`src/rtl/cordic_pkg.sv`:
```
// rtl/cordic_pkg.sv - shared constants, FSM encoding and rounding helper for cordic_polar_post
package cordic_pkg;

  localparam logic [15:0] K_INV_Q16      = 16'd39797;
  localparam logic [15:0] ANG_SCALE_CDEG = 16'd36000;
  localparam logic [31:0] ROUND_HALF     = 32'h8000;

  typedef enum logic [1:0] {
    IDLE  = 2'd0,
    MUL_R = 2'd1,
    MUL_T = 2'd2,
    DONE  = 2'd3
  } state_e;

  // Round-half-up of a Q16 product back to an integer; cannot overflow for our operands.
  function automatic logic [15:0] round_q16(input logic [31:0] prod);
    return 16'((prod + ROUND_HALF) >> 16);
  endfunction

endpackage

```
`src/rtl/serial_mult16.sv`:
```
// rtl/serial_mult16.sv - unsigned 16x16->32 LSB-first shift-add multiplier, 16 steps after start
module serial_mult16 (
  input  logic        clk,
  input  logic        rst,
  input  logic        start_i,
  input  logic [15:0] a_i,
  input  logic [15:0] b_i,
  output logic        busy_o,
  output logic        done_o,
  output logic [31:0] product_o
);

  logic [15:0] a_q;
  logic [15:0] b_q;
  logic [31:0] acc_q;
  logic [3:0]  cnt_q;
  logic        busy_q;
  logic [16:0] sum;
  logic [31:0] acc_d;

  // Add the current partial product into the upper half, then shift the whole accumulator right.
  always_comb begin
    sum   = {1'b0, acc_q[31:16]} + {1'b0, (b_q[0] ? a_q : 16'd0)};
    acc_d = 32'({sum, acc_q[15:0]} >> 1);
  end

  always_ff @(posedge clk or negedge rst) begin
    if (!rst) begin
      a_q    <= '0;
      b_q    <= '0;
      acc_q  <= '0;
      cnt_q  <= '0;
      busy_q <= 1'b0;
    end else if (start_i) begin
      a_q    <= a_i;
      b_q    <= b_i;
      acc_q  <= '0;
      cnt_q  <= '0;
      busy_q <= 1'b1;
    end else if (busy_q) begin
      acc_q <= acc_d;
      b_q   <= b_q >> 1;
      cnt_q <= cnt_q + 4'd1;
      if (cnt_q == 4'd15) begin
        busy_q <= 1'b0;
      end
    end
  end

  // done flags the cycle whose edge retires the last partial product; product_o is valid with it.
  assign busy_o    = busy_q;
  assign done_o    = busy_q && (cnt_q == 4'd15);
  assign product_o = acc_d;

endmodule

```
`src/rtl/cordic_polar_post.sv`:
```
// rtl/cordic_polar_post.sv - CORDIC gain correction and binary-angle to centidegree conversion
module cordic_polar_post
  import cordic_pkg::*;
#(
  parameter int unsigned WIDTH     = 16,
  parameter logic [15:0] K_INV     = K_INV_Q16,
  parameter logic [15:0] ANG_SCALE = ANG_SCALE_CDEG
) (
  input  logic             clk,
  input  logic             rst,
  input  logic             in_valid,
  output logic             in_ready,
  input  logic [WIDTH-1:0] r_in,
  input  logic [WIDTH-1:0] theta_in,
  output logic             out_valid,
  input  logic             out_ready,
  output logic [WIDTH-1:0] mag_out,
  output logic [WIDTH-1:0] deg_out
);

  state_e           state_q, state_d;
  logic [WIDTH-1:0] r_q, theta_q, mag_q;
  logic [WIDTH-1:0] mag_out_q, deg_out_q;
  logic             out_valid_q, in_ready_q;
  logic             accept;

  logic             mul_start, mul_busy, mul_done;
  logic [15:0]      mul_a, mul_b;
  logic [31:0]      mul_product;

  assign accept = (state_q == IDLE) && in_valid && in_ready_q;

  serial_mult16 u_mult (
    .clk       (clk),
    .rst       (rst),
    .start_i   (mul_start),
    .a_i       (mul_a),
    .b_i       (mul_b),
    .busy_o    (mul_busy),
    .done_o    (mul_done),
    .product_o (mul_product)
  );

  always_ff @(posedge clk or negedge rst) begin
    if (!rst) begin
      state_q <= IDLE;
    end else begin
      state_q <= state_d;
    end
  end

  // The angle product is launched on the first MUL_T cycle, after mag has been captured.
  always_comb begin
    state_d   = state_q;
    mul_start = 1'b0;
    mul_a     = r_q;
    mul_b     = K_INV;
    case (state_q)
      IDLE: begin
        if (accept) begin
          mul_start = 1'b1;
          mul_a     = r_in;
          state_d   = MUL_R;
        end
      end
      MUL_R: begin
        if (mul_done) begin
          state_d = MUL_T;
        end
      end
      MUL_T: begin
        mul_a = theta_q;
        mul_b = ANG_SCALE;
        if (!mul_busy) begin
          mul_start = 1'b1;
        end else if (mul_done) begin
          state_d = DONE;
        end
      end
      DONE: begin
        if (out_ready) begin
          state_d = IDLE;
        end
      end
      default: state_d = IDLE;
    endcase
  end

  always_ff @(posedge clk or negedge rst) begin
    if (!rst) begin
      r_q         <= '0;
      theta_q     <= '0;
      mag_q       <= '0;
      mag_out_q   <= '0;
      deg_out_q   <= '0;
      out_valid_q <= 1'b0;
      in_ready_q  <= 1'b0;
    end else begin
      in_ready_q <= (state_d == IDLE);
      if (accept) begin
        r_q     <= r_in;
        theta_q <= theta_in;
      end
      if ((state_q == MUL_R) && mul_done) begin
        mag_q <= round_q16(mul_product);
      end
      if ((state_q == MUL_T) && mul_done) begin
        mag_out_q   <= mag_q;
        deg_out_q   <= round_q16(mul_product);
        out_valid_q <= 1'b1;
      end
      if ((state_q == DONE) && out_ready) begin
        out_valid_q <= 1'b0;
      end
    end
  end

  assign in_ready  = in_ready_q;
  assign out_valid = out_valid_q;
  assign mag_out   = mag_out_q;
  assign deg_out   = deg_out_q;

endmodule

```
`config.mk`:
```
export PLATFORM = sky130hd
export DESIGN_NAME = cordic_polar_post
export DESIGN_NICKNAME = d
export VERILOG_FILES = /design/src/rtl/cordic_pkg.sv /design/src/rtl/serial_mult16.sv /design/src/rtl/cordic_polar_post.sv
export SDC_FILE = /design/constraint.sdc
export NUM_CORES = 1
export LEC_CHECK = 0
export ABC_AREA = 1
export ABC_CLOCK_PERIOD_IN_PS = 8400
export BUFFER_PORTS_ARGS = -buffer_cell sky130_fd_sc_hd__buf_4
export CAP_MARGIN = 20
export CORE_MARGIN = 5
export CORE_UTILIZATION = 30
export DETAILED_ROUTE_END_ITERATION = 16
export PLACE_DENSITY_LB_ADDON = 0.08
export SYNTH_ARGS = -nofsm -noshare
export SYNTH_HDL_FRONTEND = slang
export SYNTH_HIERARCHICAL = 1
export SYNTH_SLANG_ARGS = --single-unit
```
`constraint.sdc`:
```
create_clock -name clk -period 8.4 [get_ports clk]
set_clock_uncertainty 0.15 [all_clocks]
set_input_delay 0 -clock clk [delete_from_list [all_inputs] [get_ports clk]]
set_output_delay 0 -clock clk [all_outputs]
set_load 0.1 [all_outputs]
```
# After elaboration in Yosys (flattened, before gate mapping)
# Cells that the tools add are included.
# totals
ff_bits	153
out_inout_bits	34
elab_cells	54
# op_classes
addsub	3
n_eq_ne	4
n_mux	24
reduce_logical	10
# ops
op	n
2-to-1 mux 16 bit	4
2-to-1 mux 32 bit	2
adder 32 x 16 -> 32 bit, second input constant	1
case mux 16 bit (2 select lines)	1
adder 16 x 16 -> 17 bit	1
2-to-1 mux 13 bit	1
2-to-1 mux 2 bit	5
2-to-1 mux 4 bit	2
case mux 2 bit (4 select lines)	1
2-to-1 mux 1 bit	7
logical AND 1 bit	6
adder 4 x 1 -> 4 bit, second input constant	1
equality test 2 bit, second input constant	2
equality test 4 bit, second input constant	1
logical NOT 2 bit	2
nonzero test 2 bit	2
equality test 2 x 1 -> 1 bit, second input constant	1
case mux 1 bit (2 select lines)	1

# Depth between registers and ports, before layout
# Gate-level depths: netlist of run 1.
# logic_depth
ltp_word	6
mapped_depth	21
mapped_depth_nobuf	20

# By module
# The synthesis of run 1 kept the hierarchy.
# modules_own_cells
module	n_inst	cells_each	area_each_um2	seq_area_each_um2
cordic_polar_post	1	460	3926.3	2102.0
serial_mult16	1	515	3912.5	1701.6

# Least setup slack after synthesis of run 1
# No wires, ideal clock.
# synth_path
path_kind	register to register
from	register u_mult.b_q[0]
to	register deg_out_q[15] (netlist: deg_out[15])
setup_time_ns	0.120
t_arrival_ns	2.473
required_time_ns	8.130
slack_ns	5.658
path_stages_with_launch	21
path_buffers	2
path_cell_list	dfrtp_1 clkbuf_1 clkbuf_1 nand2_1 inv_1 ha_1 nand2_1 inv_1 a21oi_1 nand2_2 nand2_1 nand2_1 nand2_1 and2_1 nand2_1 nor2_1 nand2_1 o21ai_0 nand2_1 nand2_1 nand2_1
# synth_between
elab_chain_len	3
# synth_lines
element	line	rtl
start, declared	serial_mult16.sv:14	logic [15:0] b_q;
start signal, assigned	serial_mult16.sv:36	b_q <= b_i;
start signal, assigned	serial_mult16.sv:42	b_q <= b_q >> 1;
2-to-1 mux 16 bit	serial_mult16.sv:23	sum = {1'b0, acc_q[31:16]} + {1'b0, (b_q[0] ? a_q : 16'd0)};
adder 16 x 16 -> 17 bit	serial_mult16.sv:23	
named net mul_product[26]	cordic_polar_post.sv:29	logic [31:0] mul_product;
adder 32 x 16 -> 32 bit	cordic_pkg.sv:17	return 16'((prod + ROUND_HALF) >> 16);
end signal, assigned	cordic_polar_post.sv:109	deg_out_q <= round_q16(mul_product);
end, declared	cordic_polar_post.sv:23	logic [WIDTH-1:0] mag_out_q, deg_out_q;
# The timed path passes the listed nets, and every way through them passes these cells.
# A chain may end at the register's enable or synchronous reset.

# Final worst setup path of run 1
# layout_path
from	register state_q[0]
to	register u_mult.b_q[1]
# layout_between
elab_chain_len	6
elab_cells_between_ends	8
classes_between	eq/ne: 1; mux: 3; reduce/logical: 4
# layout_lines
element	line	rtl
start, declared	cordic_polar_post.sv:21	state_e state_q, state_d;
start signal, assigned	cordic_polar_post.sv:48	state_q <= state_d;
logical NOT 2 bit	cordic_polar_post.sv:31, cordic_polar_post.sv:58	
logical AND 1 bit (2 in series)	cordic_polar_post.sv:31	assign accept = (state_q == IDLE) && in_valid && in_ready_q;
2-to-1 mux 1 bit	cordic_polar_post.sv:60	if (accept) begin
case mux 1 bit (2 select lines) *	cordic_polar_post.sv:58	case (state_q)
named net mul_start	cordic_polar_post.sv:27	logic mul_start, mul_busy, mul_done;
2-to-1 mux 16 bit / nonzero test 2 bit (equally long branches)	--	
# Mark *: on every way through the listed nets, which the timed path passes. The rest lies on a longest branch.

==> results of run 1 <==
==> registers in the layout (all words and copies together), names as in the netlist, 2 cells and up <==
name	flops
r_q	16
theta_q	16
u_mult/a_q	16
u_mult/acc_q	16
state_q	2
u_mult/cnt_q	4
mag_q	16
mag_out	16
deg_out	16
u_mult/b_q	16
==> where the power goes <==
| part | internal, mW | switching [mW] | total (mW) |
|---|---|---|---|
| registers | 0.895 | 0.156 | 1.05 |
| clock network | 0.475 | 0.318 | 0.794 |
| logic | 0.432 | 0.907 | 1.34 |
| total | 1.80 | 1.38 | 3.18 |
==> cells in the final DEF (no fill, tap or decap), drive strengths merged, types with 6 or more instances in the layout <==
cell type and count:
nand4 7, o21ai 48, nand3 43, ha 18, nor2 37, xnor2 6, mux2 16, dlygate4sd3 34
buf 71, o221ai 8, a21oi 16, conb 7, dfrtp 137, clkbuf 18, nand2 392, xor2 9
inv 119, and2 7
==> layout make-up <==
cell class                      count  share of cell area (%)
Sequential cell                   137                    38.4
Multi-Input combinational cell    634                    35.6
Timing Repair Buffer              105                    9.82
Clock buffer                       18                    4.80
Inverter                          114                    4.79
Tap cell                          319                    4.47
Clock inverter                     14                    2.09
==> worst reg2reg max path, stage by stage (launching register included) <==
cell	delay (ns)
dfrtp_1	0.65
nor2_4	0.50
nand3_4	0.64
o21ai_2	0.61
buf_4	0.36
inv_1	0.36
o22ai_1	0.28
a21oi_1	0.06
==> what timing repair did <==
action	in CTS	in global routing
hold buffers	34	0
endpoints found under the hold margin	125	0
setup buffers	0	0
==> metal layers <==
metal	up-vias	routed length [um]	share of wire, %	track usage, %
met3	7	620	3.5	2.77
met1	2621	8790	50	19.0
li1	3032	-	-	-
met5	-	0	0	0
met4	0	166	0.95	3.86
met2	88	7950	45	21.9
==> through the flow <==
| step | total power [mW] | instance area [um2] | util [%] | setup WS (ns) | hold slack, ns |
|---|---|---|---|---|---|
| after CTS | 3.24 | 8930 | 37.9 | 4.52 | 0.0496 |
| final | 3.18 | 8930 | 37.9 | 4.65 | 0.0219 |
| after global placement | 2.41 | 7980 | 33.9 | 4.64 | -0.0539 |
| after detailed placement | 2.42 | 7980 | 33.9 | 4.55 | -0.0618 |
| after floorplan | 2.06 | 7210 | - | 5.66 | -0.446 |
| after global routing | 3.46 | 8930 | 37.9 | 4.25 | 0.108 |
==> worst max path at each step <==
stage | start | endpoint | slack [ns] | cells after the start
2_1_floorplan | u_mult/b_q[0]$_DFFE_PN0P_ | deg_out[15]$_DFFE_PN0P_ | 5.66 | 20
3_3_place_gp | state_q[0]$_DFF_PN0_ | u_mult/b_q[1]$_DFFE_PN0P_ | 4.64 | 7
3_5_place_dp | state_q[0]$_DFF_PN0_ | u_mult/b_q[1]$_DFFE_PN0P_ | 4.55 | 7
4_1_cts | state_q[0]$_DFF_PN0_ | u_mult/b_q[1]$_DFFE_PN0P_ | 4.52 | 7
5_1_grt | state_q[0]$_DFF_PN0_ | u_mult/b_q[1]$_DFFE_PN0P_ | 4.25 | 7
6_report | state_q[0]$_DFF_PN0_ | u_mult/b_q[1]$_DFFE_PN0P_ | 4.65 | 7
==> flow_summary_export.csv, run 1 <==
group,metric,value,unit
clocking,cts_root_buffer,"clkbuf_16",
route,drt_wl_total,17500,um
cells_and_area,regArea,0.00343,mm2
grt,antenna_found_initial,0,
clocking,cts_resized,0,
grt,grt_pass1_vias,5685,
die,chipWidth,165,um
power_and_ir_drop,ir_worst_vdd,0.000200,V
die,die_y,165,um
placed_design,placed_cells,1275,
grt,grt_pass1_wl,29800,um
cells_and_area,fillCellCount,2514,
setup_path,endpoint_kind,"flop",
placed_design,dp_hpwl,12500,um
timing,max-slew-margin-rel,43.9,%
route,vias,5748,
die,initial_utilization,30.6,%
timing,final.min_clock_period,3.75,ns
timing,tightest_slew,0.841,ns
clocking,htreeDepth,4,
clocking,cts-buffers-inserted,17,
clocking,insertion_delay,0.42,ns
power_and_ir_drop,pwr_density_cell,356,mW/mm2
cells_and_area,fin_cells,1341,
route,avgViaCountPerCell,4.29,
synthesis,syn_area_per_cell,7.88,um2
timing,max_freq,266,MHz
synthesis,ys_warn_count,6,
setup_path,critPathMaxStageDelay,0.65,ns
setup_path,critical_path_arrival,3.88,ns
setup_path,rr_endpoint,"u_mult/b_q[1]$_DFFE_PN0P_",
timing,rsz0062_at_grt,"no",
clocking,path_clk_slew,0.07,ns
die,core,0.0235,mm2
setup_path,rrSetupSlack,4.65,ns
cells_and_area,multi_input_area,0.00318,mm2
status,status,"finished, final reports clean",
setup_path,cp_slowest_cell,"dfrtp_1",
route,first_pass_iters,4,
clocking,cts_max_path_buffers,2,
setup_path,start_kind,"flop",
route,ant_nets,0,
setup_path,critPathKind,"flop to flop",
timing,finalCritPeriodShare,44.7,%
placed_design,gp_routability_congestion,0.806,
timing,hold_viol,0,
hold_path,hold_path.class,"input port to async pin",
die,ioPinCount,70,
grt,grt_start_max_net_pins,75,
setup_path,rr_worst_depth,7,
timing,setup_violations,0,
power_and_ir_drop,leakagePower,4.71,nW
cells_and_area,drive_above_1_share,14.2,%
cells_and_area,n_antenna_cell,0,
job,cap_violations,0,
clocking,cts_tree,"yes",
clocking,cts_sinks,137,
die,die_area,0.0272,mm2
setup_path,crit_fanout,50,
setup_path,cp_top_family,"simple AND/OR/NAND/NOR gates",
timing,slew_viol_final,0,
setup_path,cp_num_buf_inv,2,
cells_and_area,area_delta_synth_final,24.2,%
synthesis,syn-cell-area,0.00719,mm2
die,rows,56,
cells_and_area,layout.nets,1064,
route,drc,0,
grt,grt_overflow_total,0,
setup_path,crit_chain,"nor2_4 -> nand3_4 -> o21ai_2 -> buf_4 -> inv_1 -> o22ai_1 -> a21oi_1",
grt,track_usage,13.7,%
setup_path,required,8.53,ns
timing,tns,0,ns
setup_path,rr_startpoint,"state_q[0]$_DFF_PN0_",
synthesis,syn_inst,913,
placed_design,portBuffers,69,
route,wl_per_cell,13.1,um
route,drtIter0Drc,286,
(Power assumes the default switching activity.)
==> run 2, diff against run 1 <==
--- a/config.mk
+++ b/config.mk
@@ -6,7 +6,7 @@
 export NUM_CORES = 1
 export LEC_CHECK = 0
 export ABC_AREA = 1
-export ABC_CLOCK_PERIOD_IN_PS = 8400
+export ABC_CLOCK_PERIOD_IN_PS = 3100
 export BUFFER_PORTS_ARGS = -buffer_cell sky130_fd_sc_hd__buf_4
 export CAP_MARGIN = 20
 export CORE_MARGIN = 5
==> constraint.sdc (replaced) <==
create_clock -name clk -period 3.1 [get_ports clk]
set_clock_uncertainty 0.15 [all_clocks]
set_input_delay 0 -clock clk [delete_from_list [all_inputs] [get_ports clk]]
set_output_delay 0 -clock clk [all_outputs]
set_load 0.1 [all_outputs]
==> run 2 against run 1 <==
Against the previous run: worst hold slack gained 0.010 ns; sequential power rose to 2.6 times the previous value; largest cell class unchanged; maximum frequency is 33% higher; setup slack lost 4.4 ns; first-iteration DRC count up 5.6%.
==> flow_summary_export.csv, run 2 (synthesized netlist as in run 1, its figures left out) <==
group,metric,value,unit
status,status,"finished, final reports clean",
clocking,cts_tree,"yes",
grt,grt_pass1_vias,5850,
timing,slew_viol_final,0,
grt,grt_overflow_total,0,
clocking,cts_root_buffer,"clkbuf_16",
timing,hold_viol,0,
placed_design,dp_hpwl,13000,um
power_and_ir_drop,ir_worst_vdd,0.000457,V
cells_and_area,drive_above_1_share,18.2,%
die,ioPinCount,70,
route,first_pass_iters,6,
timing,max-slew-margin-rel,51.9,%
setup_path,rr_worst_depth,16,
grt,antenna_found_initial,0,
timing,fin_ws,0.273,ns
grt,track_usage,13.8,%
route,drc,0,
timing,tightest_slew,0.722,ns
setup_path,worstSetupEndpoint,"deg_out[11]$_DFFE_PN0P_",
setup_path,required,3.30,ns
cells_and_area,layout_common_cells,"nand2_1, dfrtp_1, inv_1",
route,vias,5911,
route,wl_per_cell,13.2,um
placed_design,gp_routability_congestion,0.835,
route,drt_wl_total,17900,um
clocking,path_clk_slew,0.06,ns
setup_path,endpoint_kind,"flop",
power_and_ir_drop,power,9.28,mW
grt,grt_start_max_net_pins,71,
clocking,cts-buffers-inserted,17,
placed_design,portBuffers,69,
route,drtIter0Drc,302,
setup_path,startpoint,"u_mult/b_q[0]$_DFFE_PN0P_",
setup_path,rr_endpoint,"deg_out[11]$_DFFE_PN0P_",
hold_path,hold_path.class,"input port to async pin",
clocking,cts_max_path_buffers,2,
placed_design,place_ws,0.0611,ns
die,die_y,165,um
setup_path,rr_startpoint,"u_mult/b_q[0]$_DFFE_PN0P_",
clocking,cts_sinks,137,
clocking,insertion_delay,0.41,ns
timing,setup_violations,0,
die,initial_utilization,30.6,%
route,ant_nets,0,
timing,max_freq,354,MHz
setup_path,start_kind,"flop",
cells_and_area,final_common_cell,"nand2_1",
setup_path,crit_fanout,4,
die,chipWidth,165,um
die,core,0.0235,mm2
power_and_ir_drop,pwr_density_cell,993,mW/mm2
setup_path,critical_path_arrival,3.03,ns
cells_and_area,n_antenna_cell,0,
clocking,htreeDepth,4,
job,cap_violations,0,
die,die_area,0.0272,mm2
cells_and_area,layout.nets,1085,
setup_path,critPathKind,"flop to flop",
route,avgViaCountPerCell,4.35,
cells_and_area,area_delta_synth_final,29.9,%
timing,finalCritPeriodShare,91.2,%
die,rows,56,
timing,final.min_clock_period,2.83,ns
grt,grt_pass1_wl,30100,um
power_and_ir_drop,leakagePower,4.87,nW
setup_path,rrSetupSlack,0.27,ns
run 2: cell types whose count changed in the layout (fill, tap and decap cells not counted), moves of 3 or more:
cell	delta
nor2_1	-4
ha_4	+4
nand2_1	-9
bufinv_16	+3
and2_1	-4
ha_1	-6
dlygate4sd3_1	+3
buf_4	+14
inv_6	-3
nand2_2	+8
nor2_2	+3
buf_12	+3
run 2: worst min path at each step:
stage	endpoint	slack [ns]	cells past startpoint
floorplan	deg_out[0]$_DFFE_PN0P_	-0.45	0
global placement	deg_out[6]$_DFFE_PN0P_	-0.07	1
detailed placement	deg_out[6]$_DFFE_PN0P_	-0.07	1
CTS	u_mult/cnt_q[1]$_DFFE_PN0P_	0.02	6
global route	u_mult/cnt_q[1]$_DFFE_PN0P_	0.05	6
finish	deg_out[4]$_DFFE_PN0P_	0.03	2
run 2: report_power, final:
group / switching [mW] / leakage, nW / internal, mW
clock network: 0.811 / 0.326 / 1.52
logic: 2.67 / 2.77 / 1.50
registers: 0.353 / 1.78 / 2.43
run 2: cell type report:
type                    instances  area (um2)
fillers                      2517       14200
flip-flops and latches        137        3430
multi-input cells             634        3340
repair buffers                126        1080
inverters                     114         428
clock buffers                  17         425
well taps                     319         399
clock inverters                13         244
run 2: metal layers:
metal | track usage, % | wire, um | part of all wire (%)
met2 | 22.3 | 8190 | 46
met3 | 2.62 | 633 | 3.5
met4 | 3.82 | 189 | 1.1
met1 | 19.0 | 8920 | 50
met5 | 0 | 0 | 0
run 2: worst max-delay path: stages (launching register included):
cell and delay, ns:
dfrtp_1 0.40, nand2_1 0.08, inv_1 0.05, ha_1 0.15, inv_1 0.05, fa_1 0.40
inv_1 0.11, nand3_1 0.08, nand2_2 0.13, a21oi_2 0.08, xnor2_2 0.29, nand2_1 0.15
nor2_2 0.17, nand2_1 0.10, o21bai_1 0.17, nand3_1 0.12, nand2_1 0.09
run 2: through the flow:
| stage | area, um2 | hold WS (ns) | util (%) | cells | setup TNS (ns) |
|---|---|---|---|---|---|
| after floorplan | 7210 | -0.446 | - | 918 | 0 |
| after global placement | 8130 | -0.0663 | 34.5 | 1290 | 0 |
| after detailed placement | 8130 | -0.0712 | 34.5 | 1290 | 0 |
| after CTS | 9170 | 0.0193 | 38.9 | 1357 | 0 |
| after global routing | 9350 | 0.0535 | 39.7 | 1360 | -0.00257 |
| final | 9350 | 0.0321 | 39.7 | 1360 | 0 |
run 2: repair_timing:
item,CTS,global route
hold buffers,37,0
endpoints found under the setup margin,0,20
setup buffers,0,3
resized for setup,0,36
endpoints found under the hold margin,189,0
